==> src/rtl/amiga_clk_seq.sv <==
`default_nettype none
// +--------------------------------------------------------------------------+
// | Module   : amiga_clk_seq                                                 |
// | Summary  : PLL restart, PAL/NTSC switch and lock-qualified system reset  |
// |            sequencer running on the board reference clock.               |
// | Revision : 1.0 - initial release                                         |
// +--------------------------------------------------------------------------+
module amiga_clk_seq #(
  parameter int CNT_W      = 16,
  parameter int PLLRST_LEN = 16,
  parameter int LOCK_TMO   = 65535,
  parameter int LOCK_WAIT  = 1024,
  parameter int RST_LEN    = 4096,
  parameter int DEB_LEN    = 8192
) (
  input  logic       clk_in,
  input  logic       rst_n,
  input  logic       pll_locked,
  input  logic       ntsc_sel,
  input  logic       btn_rst_n,
  output logic       pll_rst,
  output logic       ntsc,
  output logic       sys_rst,
  output logic [2:0] state
);

  typedef enum logic [2:0] {
    S_PLLRST   = 3'd0,
    S_WAITLOCK = 3'd1,
    S_SETTLE   = 3'd2,
    S_RESET    = 3'd3,
    S_RUN      = 3'd4
  } state_t;

  localparam logic [CNT_W-1:0] c_one         = CNT_W'(1);
  localparam logic [CNT_W-1:0] c_pllrst_last = CNT_W'(PLLRST_LEN - 1);
  localparam logic [CNT_W-1:0] c_tmo_last    = CNT_W'(LOCK_TMO - 1);
  localparam logic [CNT_W-1:0] c_wait_last   = CNT_W'(LOCK_WAIT - 1);
  localparam logic [CNT_W-1:0] c_rst_last    = CNT_W'(RST_LEN - 1);
  localparam logic [CNT_W-1:0] c_deb_len     = CNT_W'(DEB_LEN);

  logic [1:0]       r_lock_sync;
  logic [1:0]       r_ntsc_sync;
  logic [1:0]       r_btn_sync;
  logic             w_locked_s;
  logic             w_ntsc_s;
  logic             w_btn_s;

  state_t           r_state;
  state_t           w_next;
  logic [CNT_W-1:0] r_cnt;
  logic             w_to_pllrst;

  logic [CNT_W-1:0] r_mode_cnt;
  logic             w_mode_diff;
  logic             w_mode_pend;

  logic [CNT_W-1:0] r_btn_cnt;
  logic             r_btn_held;
  logic             w_btn_match;
  logic             w_btn_done;
  logic             w_press;

  logic             r_pll_rst;
  logic             r_ntsc;
  logic             r_sys_rst;

  always_ff @(posedge clk_in or negedge rst_n) begin
    if (!rst_n) begin
      r_lock_sync <= 2'b00;
      r_ntsc_sync <= 2'b00;
      r_btn_sync  <= 2'b00;
    end else begin
      r_lock_sync <= {r_lock_sync[0], pll_locked};
      r_ntsc_sync <= {r_ntsc_sync[0], ntsc_sel};
      r_btn_sync  <= {r_btn_sync[0], btn_rst_n};
    end
  end

  assign w_locked_s  = r_lock_sync[1];
  assign w_ntsc_s    = r_ntsc_sync[1];
  assign w_btn_s     = r_btn_sync[1];
  assign w_to_pllrst = (w_next == S_PLLRST);

  // Mode change: consecutive cycles of requested != applied, saturating.
  assign w_mode_diff = (w_ntsc_s != r_ntsc);
  assign w_mode_pend = (r_mode_cnt == c_deb_len);

  always_ff @(posedge clk_in or negedge rst_n) begin
    if (!rst_n) begin
      r_mode_cnt <= '0;
    end else if (w_to_pllrst || !w_mode_diff) begin
      r_mode_cnt <= '0;
    end else if (r_mode_cnt != c_deb_len) begin
      r_mode_cnt <= r_mode_cnt + c_one;
    end
  end

  // Button: count cycles at the awaited level (0 when armed, 1 when held),
  // flipping the held flag each time a full debounce period completes.
  assign w_btn_match = (w_btn_s == r_btn_held);
  assign w_btn_done  = (r_btn_cnt == c_deb_len);
  assign w_press     = w_btn_done && !r_btn_held;

  always_ff @(posedge clk_in or negedge rst_n) begin
    if (!rst_n) begin
      r_btn_cnt  <= '0;
      r_btn_held <= 1'b0;
    end else if (w_to_pllrst) begin
      r_btn_cnt  <= '0;
      r_btn_held <= 1'b0;
    end else if (w_btn_done) begin
      r_btn_cnt  <= '0;
      r_btn_held <= !r_btn_held;
    end else if (!w_btn_match) begin
      r_btn_cnt  <= '0;
    end else begin
      r_btn_cnt  <= r_btn_cnt + c_one;
    end
  end

  always_comb begin
    w_next = r_state;
    case (r_state)
      S_PLLRST: begin
        if (r_cnt == c_pllrst_last) w_next = S_WAITLOCK;
      end
      S_WAITLOCK: begin
        if (w_locked_s)                w_next = S_SETTLE;
        else if (r_cnt == c_tmo_last)  w_next = S_PLLRST;
      end
      S_SETTLE: begin
        if (!w_locked_s)               w_next = S_WAITLOCK;
        else if (w_mode_pend)          w_next = S_PLLRST;
        else if (r_cnt == c_wait_last) w_next = S_RESET;
      end
      S_RESET: begin
        if (!w_locked_s)               w_next = S_WAITLOCK;
        else if (w_mode_pend)          w_next = S_PLLRST;
        else if (r_cnt == c_rst_last)  w_next = S_RUN;
      end
      S_RUN: begin
        if (!w_locked_s)               w_next = S_WAITLOCK;
        else if (w_mode_pend)          w_next = S_PLLRST;
        else if (w_press)              w_next = S_RESET;
      end
      default: w_next = S_PLLRST;
    endcase
  end

  always_ff @(posedge clk_in or negedge rst_n) begin
    if (!rst_n) begin
      r_state <= S_PLLRST;
    end else begin
      r_state <= w_next;
    end
  end

  // RUN has no time limit, so the counter is parked there instead of wrapping.
  always_ff @(posedge clk_in or negedge rst_n) begin
    if (!rst_n) begin
      r_cnt <= '0;
    end else if (w_next != r_state) begin
      r_cnt <= '0;
    end else if (r_state != S_RUN) begin
      r_cnt <= r_cnt + c_one;
    end
  end

  // Outputs decode the next state so they move on the same edge as state.
  always_ff @(posedge clk_in or negedge rst_n) begin
    if (!rst_n) begin
      r_pll_rst <= 1'b1;
      r_sys_rst <= 1'b1;
      r_ntsc    <= 1'b0;
    end else begin
      r_pll_rst <= w_to_pllrst;
      r_sys_rst <= (w_next != S_RUN);
      if (w_to_pllrst) begin
        r_ntsc <= w_ntsc_s;
      end
    end
  end

  assign pll_rst = r_pll_rst;
  assign ntsc    = r_ntsc;
  assign sys_rst = r_sys_rst;
  assign state   = r_state;

endmodule
`default_nettype wire

==> config.mk <==
export PLATFORM = sky130hd
export DESIGN_NAME = amiga_clk_seq
export DESIGN_NICKNAME = d
export VERILOG_FILES = /design/src/rtl/amiga_clk_seq.sv
export SDC_FILE = /design/constraint.sdc
export NUM_CORES = 1
export LEC_CHECK = 0
export CORE_ASPECT_RATIO = 1.75
export CORE_MARGIN = 2
export CORE_UTILIZATION = 50
export CTS_BUF_LIST = sky130_fd_sc_hd__clkbuf_4 sky130_fd_sc_hd__clkbuf_8 sky130_fd_sc_hd__clkbuf_16
export CTS_CLUSTER_DIAMETER = 30
export DETAILED_ROUTE_END_ITERATION = 8
export GPL_TIMING_DRIVEN = 0
export PLACE_DENSITY = 0.69
export SLEW_MARGIN = 20
export SYNTH_ARGS = -nofsm -noshare
export SYNTH_HDL_FRONTEND = slang
export SYNTH_SLANG_ARGS = --single-unit
==> constraint.sdc <==
create_clock -name clk_in -period 2.3 [get_ports clk_in]
set_clock_uncertainty 0.05 [all_clocks]
set_input_delay 0.575 -clock clk_in [delete_from_list [all_inputs] [get_ports clk_in]]
set_output_delay 0.575 -clock clk_in [all_outputs]
set_load 0.005 [all_outputs]
==> metrics.md, run 1 <==
| Metric | Value |
|---|---|
| Crit path capture type | `flop` |
| Power Internal | `between 2 and 3 mW` |
| Layout cells sized above 1 | `between 30% and 40%` |
| Crit path required time | `approximately 2.5 ns` |
| Avg Inst Size Synth | `between 10 and 15 um2` |
| Fin worst setup slack | `-0.2015 ns` |
| Number of global-route vias before repair | `2631` |
| Logic pwr share | `41.8%` |
| DPL Wire Length | `roughly 4600 um` |
| Gr ovfl total | `0` |
| Tot Pwr | `roughly 4.3 mW` |
| PwrDens | `around 1000 nW/um2` |
| Cell variety after synth | `48` |
| Post-synth EDFFs | `0` |
| Clock sink total | `61` |
| Reg power frac | `just under 30%` |
| Setup TNS | `-5.639 ns` |
| Shortest period the worst path allows | `between 2 and 3 ns` |
| Chip width | `about 65 um` |
| Sw power | `~1.5 mW` |
| IO buf count | `10` |
| Area leader, netlist | `dfrtp_1` |
| Starting Density | `about half` |
| Post-Synthesis Net Count | `~330` |
| Site Rows | `39` |
| Diode count | `0` |
| First DRT Iteration DRCs | `approximately 240` |
| CP max FO | `5` |
| Crit path buf inv count | `4` |
| Finished Core Util | `66.84%` |
| Inst Count DP | `between 400 and 500` |
| Worst-Skew Late Latency | `~0.33 ns` |
| Max cap viols | `0` |
| Cell Chain, Critical Path | `inv_2 > ha_4 > or4b_4 > nor4_4 > buf_6 > buf_6 > nor4_4 > a22oi_2 > nand3b_4 > buf_12 > nor3_2` |
| Top area cells in the synthesized netlist | `dfrtp_1 (45%), xor2_1 (8.6%), nor2_1 (5.5%)` |
| Post-synth ARST share | `100.0%` |
| Final setup fails | `47` |
| Slew @ Worst Pin | `approximately 0.64 ns` |
| CP Launch Type | `flop` |
| #FFs+latches synth | `61` |
| Drt drc | `0` |
| Count leader, synth | `dfrtp_1` |
| Final hold vios | `0` |
| Outcome | `complete, but fails checks` |
| Fill cells | `around 500` |
| Rel. slew slack | `between 50 and 60%` |
| Area Growth Syn to Fin | `31.69%` |
| Storage cell area | `roughly 1500 um2` |
| H-tree depth | `3` |
| Gate Count Post-Synth | `320` |
| GRT Overall Usage | `approximately 22%` |
| Total number of vias | `approximately 2500` |
| Post-CTS Hold Buffers | `0` |
| Multi-input gate area | `around 1900 um2` |
| TritonCTS Buffers | `9` |
| Crit-path max cell delay | `~0.49 ns` |
| CP max stage cell | `or4b_4` |
| Clk pwr share | `between 20% and 30%` |
| Synth top area share | `45.16%` |
| I/O pin cnt | `11` |
| WL/cell | `between 15 and 20 um` |
| Global-route wire length before repair | `around 12000 um` |
| CP Class | `reg -> reg` |
| Max Fclk | `around 400 MHz` |
| VDD IR max | `approximately 0.57 mV` |
| Violated checks | `setup timing` |
| Remaining antenna violation count | `0` |
| Pin count of the biggest net entering global routing | `41` |
| Pre-Repair DR Iteration Count | `4` |
| Area of the die | `slightly above 7000 um2` |
| LEAKAGE | `between 1.5 and 2 nW` |
| Deepest clock path buffer count | `2` |
| Routability cong. | `0.9176` |
| CTS clk-pin slew, worst paths | `roughly 0.05 ns` |
| WP data arrival | `about 2.7 ns` |
| Mapped Area | `3269 um2` |
| Synth Flop Type | `dfrtp_1` |
| Syn. warnings | `0` |
| Hold Crit Class | `in -> async` |
| Core area | `approximately 6400 um2` |
| RSZ-0062 raised after global routing | `true` |
| Sequential area share after synthesis | `46.77%` |
| Root buffer selected by CTS | `clkbuf_16` |
| Die height | `~110 um` |
| DR vias/cell | `approximately 5.6` |
| CTS tree | `built` |
| Nets | `about 380` |
| Initial antenna violation count | `0` |
| Cell Count, Final, Fillers Out | `between 400 and 500` |
| Max-slew violation count | `0` |
| Most frequent cells after synthesis | `dfrtp_1 (59), nor2_1 (48), xor2_1 (32), nand2_1 (27), nand3_1 (16)` |
| Net Sw Frac | `around 34%` |
| Routed WL | `about 7500 um` |
| Delay-heaviest family, CP | `simple AND/OR/NAND/NOR gates` |
| Period utilization | `108.8%` |
## flip-flops by register name, indices dropped and copies added, names as in the netlist
signal / cells
r_ntsc_sync: 2
r_btn_cnt: 16
pll_rst: 1
r_btn_held: 1
r_cnt: 16
r_mode_cnt: 16
state: 3
r_lock_sync: 2
r_btn_sync: 2
ntsc: 1
sys_rst: 1
## through the flow
step | worst slack [ns] | hold WS, ns | area, um2
after detailed placement | -0.3691 | 0.2864 | 3500
after global placement | -1.358 | 0.2836 | 3482
after floorplan | -0.05916 | 0.2294 | 3279
after CTS | -0.1812 | 0.07678 | 4043
after global routing | -0.2916 | 0.1054 | 4305
final | -0.2015 | 0.08032 | 4305
## cell usage in the layout, fill, tap and decap left out, types with 3 or more instances in the layout
cell / count
clkbuf_4: 4
nor3_2: 7
clkbuf_16: 10
o21ai_0: 6
nor4_1: 6
and3_1: 5
ha_1: 5
nor3_1: 8
xnor2_1: 15
buf_6: 7
dfrtp_1: 59
nor3_4: 9
buf_4: 15
inv_1: 9
nor2_1: 27
buf_12: 6
nand3_1: 16
xor2_1: 32
or3b_2: 3
nand2_1: 27
clkdlybuf4s50_1: 9
nor3b_1: 3
nor2_4: 11
nand4_1: 14
nor2_2: 11
## worst paths after layout
check                                              to  slack (ns)                 startpoint  cells after the start
setup / recovery                 r_cnt[3]$_DFFE_PN0P_       -0.20  r_mode_cnt[1]$_DFFE_PN0P_                     11
hold / removal             r_mode_cnt[12]$_DFFE_PN0P_        0.08                      rst_n                      1
setup reg to reg                 r_cnt[3]$_DFFE_PN0P_       -0.20  r_mode_cnt[1]$_DFFE_PN0P_                     11
hold reg to reg              r_ntsc_sync[1]$_DFF_PN0_        0.30   r_ntsc_sync[0]$_DFF_PN0_                      0
max in group asynchronous           pll_rst$_DFF_PN1_        1.55                      rst_n                      2
min in group clk_in          r_ntsc_sync[1]$_DFF_PN0_        0.30   r_ntsc_sync[0]$_DFF_PN0_                      0
## worst reg2reg max path: cells and delay by family, from the launching register on
kind,cells,cell delay (ns)
AO/OA/AOI/OAI,1,0.20
adder cells (fa/ha/maj),1,0.12
AND/OR/NAND/NOR,5,1.13
buffers and inverters,4,0.53
flip-flops,1,0.39
## power by group through the flow
stage / sequential, mW / clock, mW / combinational [mW]
floorplan: 1.25 / 0 / 0.758
global placement: 1.27 / 0 / 0.998
detailed placement: 1.27 / 0 / 1.02
CTS: 1.25 / 1.29 / 1.46
global route: 1.26 / 1.34 / 1.92
finish: 1.25 / 1.26 / 1.81
## layer usage
metal | vias up | track usage [%] | part of all wire [%]
li1 | 1193 | - | -
met1 | 1288 | 24.76 | 38
met2 | 39 | 38.63 | 57
met3 | 17 | 5.279 | 2.8
met4 | 0 | 11.39 | 2.7
met5 | - | 0 | 0
## final cells by class
class,instances,share of cell area (%)
clock buffers,14,6.248
inverters,11,0.9590
well taps,82,2.383
clock inverters,2,0.2325
multi-input cells,239,43.65
flip-flops and latches,61,35.51
plain buffers,8,1.831
repair buffers,36,9.183
## cell families (layout without fill, tap and decap cells)
| group | count (synthesis) | in the layout | synth area share (%) |
|---|---|---|---|
| AND/OR/NAND/NOR | 168 | 168 | 29.32 |
| XOR/XNOR | 47 | 47 | 12.59 |
| flip-flops | 61 | 61 | 46.77 |
| AO/OA/AOI/OAI | 17 | 17 | 4.975 |
| adder cells (fa/ha/maj) | 6 | 6 | 2.296 |
| buffers and inverters | 20 | 71 | 3.712 |
| multiplexers | 1 | 1 | 0.3444 |
## what timing repair did
action	CTS	global route
resized for setup	15	51
pin swaps	11	29
cloned	2	1
endpoints found under the setup margin	49	49
setup buffers	16	7
(Power assumes the default switching activity.)
==> inputs of run 2 (changes only) <==
Settings changed: GPL_TIMING_DRIVEN 0 to default.
==> run 2 against run 1 <==
The flow still finishes with violations (setup timing). Combinational power is 25% lower. Sequential share of layout area is 1.0 points higher. Flip-flop and latch count unchanged. Global-route usage down 0.43 points. First-iteration DRC count shrank 35%. Setup slack got worse by 0.033 ns. Register-to-register slack worse by 0.03 ns. Cell count up 2.9%. Clock-buffer cell count down 2. Maximum frequency fell by 1.3%. Critical path depth down 1. Die area unchanged. Critical path type unchanged.
==> metrics.md, run 2 (synthesized netlist as in run 1, its figures left out) <==
| Metric | Value |
|---|---|
| Pin count of the biggest net entering global routing | `24 (was 41)` |
| Final hold slack | `0.1684 ns (was 0.08032 ns)` |
| Layout cells sized above 1 | `29.69% (was 30.19%)` |
| WP data arrival | `2.71 ns (about the same)` |
| IO buf count | `10 (unchanged)` |
| Period utilization | `110.2% (was 108.8%)` |
| Inst Count DP | `440 (was 413)` |
| GRT Overall Usage | `21.85% (was 22.29%)` |
| First DRT Iteration DRCs | `154 (was 236)` |
| H-tree depth | `3 (unchanged)` |
| Area Growth Syn to Fin | `27.94% (was 31.69%)` |
| Area of the die | `7227 um2 (unchanged)` |
| Number of global-route vias before repair | `2623 (was 2631)` |
| Total number of vias | `2473 (was 2537)` |
| Net Sw Frac | `32.71% (was 33.73%)` |
| Most frequent cells in the layout | `dfrtp_1 (59), nor2_1 (40), buf_4 (40) (was dfrtp_1 (59), xor2_1 (32), nor2_1 (27), nand2_1 (27), nand3_1 (16))` |
| Starting Density | `50.76% (unchanged)` |
| Clock sink total | `61 (unchanged)` |
| RSZ-0062 raised after global routing | `true (unchanged)` |
| Remaining antenna violation count | `0 (unchanged)` |
| Initial antenna violation count | `0 (unchanged)` |
| Core area | `6441 um2 (unchanged)` |
| DPL Wire Length | `4849 um (was 4555 um)` |
| Site Rows | `39 (unchanged)` |
| Biggest registers after layout | `r_btn_cnt (16), r_cnt (16), r_mode_cnt (16) (unchanged)` |
| Power Internal | `2.580 mW (was 2.863 mW)` |
| Max cap viols | `0 (unchanged)` |
| Deepest clock path buffer count | `2 (unchanged)` |
| Routability cong. | `0.9268 (was 0.9176)` |
| Routed WL | `6883 um (was 7459 um)` |
| Worst-Skew Late Latency | `0.33 ns (about the same)` |
| Chip width | `65.13 um (unchanged)` |
| Reg power frac | `32.8% (was 29.0%)` |
| Fin worst setup slack | `-0.2347 ns (was -0.2015 ns)` |
| VDD IR max | `0.6207 mV (was 0.5695 mV)` |
| Pre-CTS WS | `-0.1092 ns (was -0.3691 ns)` |
| Finished Core Util | `64.94% (was 66.84%)` |
| Cell Count, Final, Fillers Out | `466 (was 453)` |
| Worst reg2reg startpoint | `r_mode_cnt[0]$_DFFE_PN0P_ (was r_mode_cnt[1]$_DFFE_PN0P_)` |
| Post-CTS Hold Buffers | `0 (unchanged)` |
| I/O pin cnt | `11 (unchanged)` |
| WL/cell | `14.77 um (was 16.47 um)` |
| CP Launch Type | `flop (unchanged)` |
| Gr ovfl total | `0 (unchanged)` |
| R2R Path End | `r_mode_cnt[13]$_DFFE_PN0P_ (was r_cnt[3]$_DFFE_PN0P_)` |
| TritonCTS Buffers | `9 (unchanged)` |
| R2R setup slack | `-0.23 ns (was -0.20 ns)` |
| Shortest period the worst path allows | `2.535 ns (was 2.502 ns)` |
| Die height | `111.0 um (unchanged)` |
| Global-route wire length before repair | `11990 um (was 12300 um)` |
| Commonest non-fill, non-tap cell in the layout | `dfrtp_1 (unchanged)` |
| Sw power | `1.254 mW (was 1.457 mW)` |
| CTS clk-pin slew, worst paths | `0.05 ns (about the same)` |
| Max Fclk | `394.5 MHz (was 399.8 MHz)` |
| Crit path required time | `2.47 ns (was 2.51 ns)` |
| Outcome | `complete, but fails checks (unchanged)` |
| Post-DP Area | `3709 um2 (was 3500 um2)` |
| Violated checks | `setup timing (unchanged)` |
| Finished Cell Area | `4183 um2 (was 4305 um2)` |
| LEAKAGE | `1.771 nW (was 1.722 nW)` |
| Final setup fails | `50 (was 47)` |
| Drt drc | `0 (unchanged)` |
| Diode count | `0 (unchanged)` |
| CP max FO | `5 (unchanged)` |
| Slew @ Worst Pin | `0.5392 ns (was 0.6435 ns)` |
| Setup TNS | `-9.471 ns (was -5.639 ns)` |
| Max-slew violation count | `0 (unchanged)` |
| CP Class | `reg -> reg (unchanged)` |
| Pre-Repair DR Iteration Count | `4 (unchanged)` |
| Crit path capture type | `flop (unchanged)` |
| R2R depth | `10 (was 11)` |
| Nets | `390 (was 377)` |
| PwrDens | `916.6 nW/um2 (was 1003 nW/um2)` |
| DR vias/cell | `5.307 (was 5.600)` |
| Root buffer selected by CTS | `clkbuf_16 (unchanged)` |
| Tot Pwr | `3.834 mW (was 4.320 mW)` |
| CTS tree | `built (unchanged)` |
| Rel. slew slack | `63.92% (was 56.77%)` |
| Logic pwr share | `35.1% (was 41.8%)` |
| Clk pwr share | `32.1% (was 29.2%)` |
| Hold Crit Class | `in -> async (unchanged)` |
| Final hold vios | `0 (unchanged)` |
run 2: cell count changes in the layout (fill, tap and decap cells not counted), moves of 3 or more:
cell	previous run	this run
nor3_2	7	14
buf_4	15	40
buf_12	6	3
nor2_1	27	40
nor2_2	11	8
buf_6	7	3
nor2_4	11	1
nor3_4	9	1
run 2: critical path, stage by stage, from the launching register on:
cell,delay (ns)
dfrtp_1,0.39
inv_2,0.09
ha_4,0.12
or4b_4,0.48
nor4_4,0.32
buf_4,0.19
o31ai_4,0.09
nor3_4,0.29
nand2b_4,0.21
buf_6,0.13
nor2_1,0.05
run 2: what timing repair did:
action | in CTS | in global routing
cloned | 2 | 0
resized for setup | 15 | 13
pin swaps | 0 | 9
setup endpoints to repair | 49 | 51
buffers inserted | 5 | 5
run 2: area by class of cell:
cell class	instances	area [um2]
flip-flops and latches	61	1529
clock inverters	4	25.02
clock buffers	12	254.0
well taps	82	102.6
inverters	11	41.29
fillers	520	2258
multi-input cells	240	1742
repair buffers	56	489.2
run 2: power by group through the flow:
| stage | sequential (mW) | combinational, mW | clock (mW) |
|---|---|---|---|
| floorplan | 1.25 | 0.758 | 0 |
| global placement | 1.27 | 1.03 | 0 |
| detailed placement | 1.27 | 1.05 | 0 |
| CTS | 1.26 | 1.27 | 1.26 |
| global route | 1.27 | 1.46 | 1.30 |
| finish | 1.26 | 1.35 | 1.23 |
run 2: worst max-delay path by stage:
stage / from / to / slack, ns / cells after the start
6_report: r_mode_cnt[0]$_DFFE_PN0P_ / r_mode_cnt[13]$_DFFE_PN0P_ / -0.23 / 10
5_1_grt: r_mode_cnt[0]$_DFFE_PN0P_ / r_mode_cnt[7]$_DFFE_PN0P_ / -0.34 / 10
4_1_cts: r_mode_cnt[0]$_DFFE_PN0P_ / r_mode_cnt[11]$_DFFE_PN0P_ / -0.11 / 10
3_5_place_dp: r_mode_cnt[0]$_DFFE_PN0P_ / r_mode_cnt[14]$_DFFE_PN0P_ / -0.11 / 10
3_3_place_gp: r_mode_cnt[1]$_DFFE_PN0P_ / r_mode_cnt[2]$_DFFE_PN0P_ / -0.06 / 10
2_1_floorplan: r_mode_cnt[0]$_DFFE_PN0P_ / r_mode_cnt[14]$_DFFE_PN0P_ / -0.06 / 10
run 2: layer usage:
| layer | GRT usage, % | routed length (um) | up-vias |
|---|---|---|---|
| met5 | 0 | 0 | - |
| li1 | - | - | 1229 |
| met2 | 38.28 | 3806 | 30 |
| met1 | 24.09 | 2724 | 1197 |
| met4 | 11.11 | 204 | 0 |
| met3 | 4.873 | 148 | 17 |
